==> config.mk <==
export PLATFORM = sky130hd
export DESIGN_NAME = vga_text_renderer
export DESIGN_NICKNAME = d
export VERILOG_FILES = /design/src/rtl/vga_text_renderer.sv
export SDC_FILE = /design/constraint.sdc
export NUM_CORES = 1
export LEC_CHECK = 0
export CAP_MARGIN = 5
export CORE_UTILIZATION = 37
export CTS_CLUSTER_SIZE = 24
export DETAILED_ROUTE_END_ITERATION = 12
export HOLD_SLACK_MARGIN = 0.06
export PLACE_DENSITY = 0.77
export RECOVER_POWER = 50
export SYNTH_ARGS = -nofsm -noshare
export SYNTH_HDL_FRONTEND = slang
export SYNTH_SLANG_ARGS = --single-unit
==> constraint.sdc <==
create_clock -name clk_i -period 1.85 [get_ports clk_i]
set_clock_uncertainty 0.15 [all_clocks]
set_input_delay 0.37 -clock clk_i [delete_from_list [all_inputs] [get_ports clk_i]]
set_output_delay 0.37 -clock clk_i [all_outputs]
set_load 0.02 [all_outputs]
==> src/rtl/vga_text_renderer.sv <==
// Text-mode pixel pipeline: beam position -> tile address -> font ROM -> pixel.
// Syncs and DE are delayed to stay aligned with pixels; optional blinking block cursor.
module vga_text_renderer #(
    parameter int                 COLOR_W      = 3,
    parameter logic [COLOR_W-1:0] FG_COLOR     = 3'b111,
    parameter logic [COLOR_W-1:0] BG_COLOR     = 3'b000,
    parameter int                 BLINK_FRAMES = 30
) (
    input  logic               clk_i,
    input  logic               rst_i,
    input  logic [9:0]         hpos_i,
    input  logic [9:0]         vpos_i,
    input  logic               de_i,
    input  logic               hsync_i,
    input  logic               vsync_i,
    output logic [6:0]         col_r_o,
    output logic [4:0]         row_r_o,
    input  logic [6:0]         char_i,
    output logic [10:0]        font_addr_o,
    input  logic [7:0]         font_data_i,
    input  logic               cursor_en_i,
    input  logic [6:0]         cursor_col_i,
    input  logic [4:0]         cursor_row_i,
    output logic [COLOR_W-1:0] rgb_o,
    output logic               hsync_o,
    output logic               vsync_o,
    output logic               de_o
);

    localparam int               CNT_W    = $clog2(BLINK_FRAMES) + 1;
    localparam logic [CNT_W-1:0] CNT_LAST = CNT_W'(BLINK_FRAMES - 1);

    logic             addr_en;
    logic             cursor_hit;
    logic             unused_vpos_msb;

    logic [2:0]       hbit_s1;
    logic [3:0]       vline_s1;
    logic             de_s1, hs_s1, vs_s1, hit_s1;

    logic [2:0]       hbit_s2;
    logic             de_s2, hs_s2, vs_s2, hit_s2;

    logic             font_bit;
    logic             pix;

    logic             vs_prev;
    logic             vsync_fall;
    logic [CNT_W-1:0] blink_cnt;
    logic             blink_on;

    // Rows only need vpos[8:4]; bit 9 is only meaningful in vertical blanking.
    assign unused_vpos_msb = vpos_i[9];

    // Stage 0: tile address straight from the beam, forced to 0 while blanked or in reset.
    assign addr_en    = de_i && !rst_i;
    assign col_r_o    = addr_en ? hpos_i[9:3] : '0;
    assign row_r_o    = addr_en ? vpos_i[8:4] : '0;
    assign cursor_hit = cursor_en_i && (col_r_o == cursor_col_i) && (row_r_o == cursor_row_i);

    // Stage 1 -> font ROM address: char_i arrives one clock after col/row.
    assign font_addr_o = rst_i ? '0 : {char_i, vline_s1};

    // Stage 3 pixel select: MSB of the glyph line is the leftmost pixel.
    assign font_bit = font_data_i[3'd7 - hbit_s2];
    assign pix      = font_bit ^ (hit_s2 && blink_on);

    // NOTE: all pipeline state uses non-blocking assignments so every stage samples
    // the previous stage's value from before the edge, giving exact 1-clock steps.
    always_ff @(posedge clk_i or posedge rst_i) begin
        if (rst_i) begin
            hbit_s1  <= '0;
            vline_s1 <= '0;
            de_s1    <= 1'b0;
            hs_s1    <= 1'b1;
            vs_s1    <= 1'b1;
            hit_s1   <= 1'b0;
            hbit_s2  <= '0;
            de_s2    <= 1'b0;
            hs_s2    <= 1'b1;
            vs_s2    <= 1'b1;
            hit_s2   <= 1'b0;
            rgb_o    <= '0;
            hsync_o  <= 1'b1;
            vsync_o  <= 1'b1;
            de_o     <= 1'b0;
        end else begin
            hbit_s1  <= hpos_i[2:0];
            vline_s1 <= vpos_i[3:0];
            de_s1    <= de_i;
            hs_s1    <= hsync_i;
            vs_s1    <= vsync_i;
            hit_s1   <= cursor_hit;

            hbit_s2  <= hbit_s1;
            de_s2    <= de_s1;
            hs_s2    <= hs_s1;
            vs_s2    <= vs_s1;
            hit_s2   <= hit_s1;

            rgb_o    <= de_s2 ? (pix ? FG_COLOR : BG_COLOR) : '0;
            hsync_o  <= hs_s2;
            vsync_o  <= vs_s2;
            de_o     <= de_s2;
        end
    end

    // Cursor blink: one count per frame, taken on the vsync falling edge.
    assign vsync_fall = vs_prev && !vsync_i;

    always_ff @(posedge clk_i or posedge rst_i) begin
        if (rst_i) begin
            vs_prev   <= 1'b1;
            blink_cnt <= '0;
            blink_on  <= 1'b1;
        end else begin
            vs_prev <= vsync_i;
            if (vsync_fall) begin
                if (blink_cnt == CNT_LAST) begin
                    blink_cnt <= '0;
                    blink_on  <= !blink_on;
                end else begin
                    blink_cnt <= blink_cnt + CNT_W'(1);
                end
            end
        end
    end

endmodule

======== After elaboration in Yosys (flattened, before gate mapping) ========
Index checks and enable logic that the tools add are counted.
word-level totals
  register bits ........................... 31
  bits of input ports ..................... 53
  output and inout port bits .............. 29
  logic and storage cells ................. 41
cells by class
  add/subtract/negate cells ............... 2
  order comparisons ....................... 1
  equal/unequal tests ..................... 3
  mux-type cells .......................... 8
  bitwise operators ....................... 1
  reductions and logical operators ........ 9
operators by type and width
  cell                 count
  $mux 11              1
  $eq 7x7->1           1
  $mux 7               1
  $add 6x1->6 const B  1
  $eq 6x5->1 const B   1
  $mux 3               2
  $mux 6               1
  $eq 5x5->1           1
  $logic_and 1x1->1    5
  $mux 5               1
  $lt 3x4->1 const B   1
  $bmux 1 s3           1
  $logic_not 1->1      3
  $sub 3x3->3 const A  1
  $reduce_and 2->1     1
  $mux 1               1
  $xor 1x1->1          1

======== Depth between registers and ports, before layout ========
  word-level depth ........................ 6
  gate-level depth with buffers ........... 7
  mapped depth without buffers ............ 7

======== Worst setup path after synthesis ========
OpenSTA, ideal clock, no wires.
  kind .................................... input port to output port
  from .................................... in de_i
  to ...................................... out col_r_o[2]
  arrival time ............................ 1.087 ns
  data required time ...................... 1.330 ns
  path slack .............................. 0.243 ns
  stages .................................. 4
  buffers on the path ..................... 2
  cell sequence ........................... nor2b_2 buf_4 clkbuf_1 and2_1
between the ends
  longest elaborated chain between the ends .. 2
RTL lines
  item               line  text
  from (decl)        13    input logic de_i,
  $logic_and 1x1->1  56    assign addr_en = de_i && !rst_i;
  $mux 7             57    assign col_r_o = addr_en ? hpos_i[9:3] : '0;
  to (decl)          16    output logic [6:0] col_r_o,
No other way between the ends.

======== Worst setup path after layout ========
  from .................................... in vpos_i[4]
  to ...................................... out row_r_o[0]
between the ends
  longest elaborated chain between the ends .. 1
RTL lines
  item         line  text
  from (decl)  12    input logic [9:0] vpos_i,
  $mux 5       58    assign row_r_o = addr_en ? vpos_i[8:4] : '0;
  to (decl)    17    output logic [4:0] row_r_o,
No other way between the ends.

==> run metrics <==
most frequent cell after synthesis=dfrtp_1; number of synthesized flops with an enable pin=0; area of the die=4037 µm²; final worst slack=0.04940 ns; Psw=462.9 µW; Total Wirelength=approximately 3700 µm; critical path class=in2out; Max clock buf depth=2; CP Max Fanout=2; Fillers=268; DR iter-0 viols=52; ANT nets after route=0; Synthesis Warnings=0; RD Place Congestion=0.8134; antenna violations before repair=0; Hold Vio Cnt, Final=0; Die Height=63.54 µm; Pint=1275 µW; Vias/cell=4.882; Die W=63.54 µm; peak supply drop=0.4137 mV; drc violations=0; fin area=~2500 µm²; sequential share of power=roughly 45%; Hold/Removal Path Class=reg2reg; top post-synthesis cells by area=dfrtp_1, dfstp_2, nor2b_1; pwr dens=around 700 nW/µm²; met3 GRT Util=6.341%; fin crit period=1.801 ns; R2R Setup Slk=0.23 ns; Clk Latency, worst-skew pair=0.27 ns; GR Layer Usage met1=21.71%; crit path launch=vpos_i[4]; GRT Total Usage=21.05%; Synth top area share=39.29%; most used routing layer=met2; outcome=complete, no violations; synth unique cells=37; setup slack at placement=-0.8164 ns; fraction of registers with async set/reset=100.0%; first-pass GRT wire length=6465 µm; Root Driver=clkbuf_8; CP startpoint kind=input pin; Net Count, Synth=188; DR WL/cell=12.84 µm; slew of the pin with the lowest slew margin=0.5836 ns; worst reg2reg path depth=8; CTS HTree Levels=2; Logic pwr share=24.0%; Slew Limit Headroom=61.10%; final max-slew violation count=0; worst setup path end=row_r_o[0]; I/O pins=82; MaxCap Viol Count=0; dominant cell type by area after synthesis=dfrtp_1; Synth top cells by count=dfrtp_1, nor2b_1, and2_1, inv_1, o21ai_0; DR pass1 iterations=4; unrepaired setup endpoints after global routing=no; fmax=roughly 0.56 GHz; reg2reg start=blink_cnt[1]; Yosys reg bits=29; ratio of final minimum period to clock period=97.33%; FP Rows=21; IO Port Bufs=80; Final TNS setup=0 ns; Remaining Overflow, GRT=0; Core Region=3468 µm²; worst path arrival time=1.28 ns; area grow syn2layout=77.86%; reg2reg end=blink_cnt[3]; Clock Sink Count=29; HPWL after detailed placement=between 2000 and 3000 µm; largest net degree at the start of global routing=29; initial core utilization=40.40%; met2 GRT Util=38.03%; cells after synthesis=133; layout net count=295; clock slew at reported path FFs=0.06 ns; Leakage=0.001136 µW; Post-Syn Area=1401 µm²; CP Data Required Time=~1.3 ns; clock power share=approximately a third; # diodes=0; Setup Viol. Count Final=0; syn avg cell area=10.54 µm²; post-layout total power=1738 µW; TritonCTS clock tree=yes; share of cells above drive strength 1=between 20% and 30%; DR vias=1,401; register area share after synthesis=52.41%; Worst setup EP type=output pin; Area after DPL=2395 µm²; Main synth FF type=dfrtp_1; CTS Buf Count=5; via count of the first global-routing pass=1,544; switching part of the total=26.64%
## layout make-up
| cell class | instances | area (µm²) | share of cell area, % |
|---|---|---|---|
| Clock buffer | 7 | 96.34 | 3.865 |
| Inverter | 11 | 41.29 | 1.657 |
| Timing Repair Buffer | 105 | 934.6 | 37.50 |
| Sequential cell | 29 | 735.7 | 29.52 |
| Multi-Input combinational cell | 88 | 621.8 | 24.95 |
| Tap cell | 46 | 57.56 | 2.309 |
| Clock inverter | 1 | 5.005 | 0.2008 |
## metrics by stage
stage | util, % | hold WS [ns] | std cells
4_1_cts | 72.62 | 0.1913 | 287
5_1_grt | 71.86 | 0.1938 | 287
3_3_place_gp | 69.05 | 0.1829 | 274
6_report | 71.86 | 0.1967 | 287
3_5_place_dp | 69.05 | 0.1847 | 274
2_1_floorplan | - | 0.1812 | 133
## logic make-up after synthesis
kind of cell,share of synthesized area (%)
simple gates,21.43
flops,52.41
compound gates,12.32
buf+inv,5.446
mux,4.732
xor+xnor,1.875
fa+ha+maj,1.785
## metal layers
metal	part of all wire (%)	wire (µm)	up-vias
li1	-	-	671
met1	40	1463	639
met2	51	1886	87
met3	8.0	296	4
met4	1.1	40	0
met5	0	0	-
## critical path: stages
cell             delay [ns]
clkdlybuf4s50_1        0.48
and2_1                 0.12
clkdlybuf4s15_1        0.30
## flip-flops by register name, summed over array words and instances (netlist names), 3 cells and up
| name | count |
|---|---|
| vline_s1 | 4 |
| hbit_s1 | 3 |
| blink_cnt | 6 |
| hbit_s2 | 3 |
## worst min path at each step
stage	startpoint	to	slack, ns	cells after the start
final	de_s1	de_s2	0.20	0
after global routing	de_i	de_s1	0.19	1
after CTS	de_i	de_s1	0.19	1
after floorplan	de_s1	de_s2	0.18	0
after detailed placement	hbit_s1[2]	hbit_s2[2]	0.18	0
after global placement	hit_s1	hit_s2	0.18	0
## timing repair
item | in CTS | in global routing
endpoints found under the hold margin | 1 | 0
setup buffers | 3 | 0
pin swaps | 2 | 2
gates resized for setup | 36 | 24
setup endpoints to repair | 26 | 15
hold buffers | 1 | 0
cloned | 1 | 0
## power by group through the flow
stage / Clock, µW / Combinational (µW) / Sequential, µW
after floorplan: 0 / 204 / 758
after global placement: 0 / 412 / 774
after detailed placement: 0 / 428 / 780
after CTS: 565 / 424 / 771
after global routing: 603 / 463 / 786
final: 548 / 417 / 772
## layout by cell type (no fill, tap or decap), types with 3 or more instances in the layout
cell and n:
nor3_1 3, buf_4 23, dlygate4sd2_1 12, clkbuf_8 7, dfrtp_1 21, o22ai_1 3
nand4_1 4, inv_1 11, nor2b_1 12, clkbuf_2 7, dlygate4sd3_1 10, dfstp_2 6
and2_1 11, clkdlybuf4s15_1 6, clkdlybuf4s50_1 44, nand2_1 9, xnor2_1 3, nor2_1 4
o21ai_0 8
Note: power is estimated with default switching activity, not from simulation.
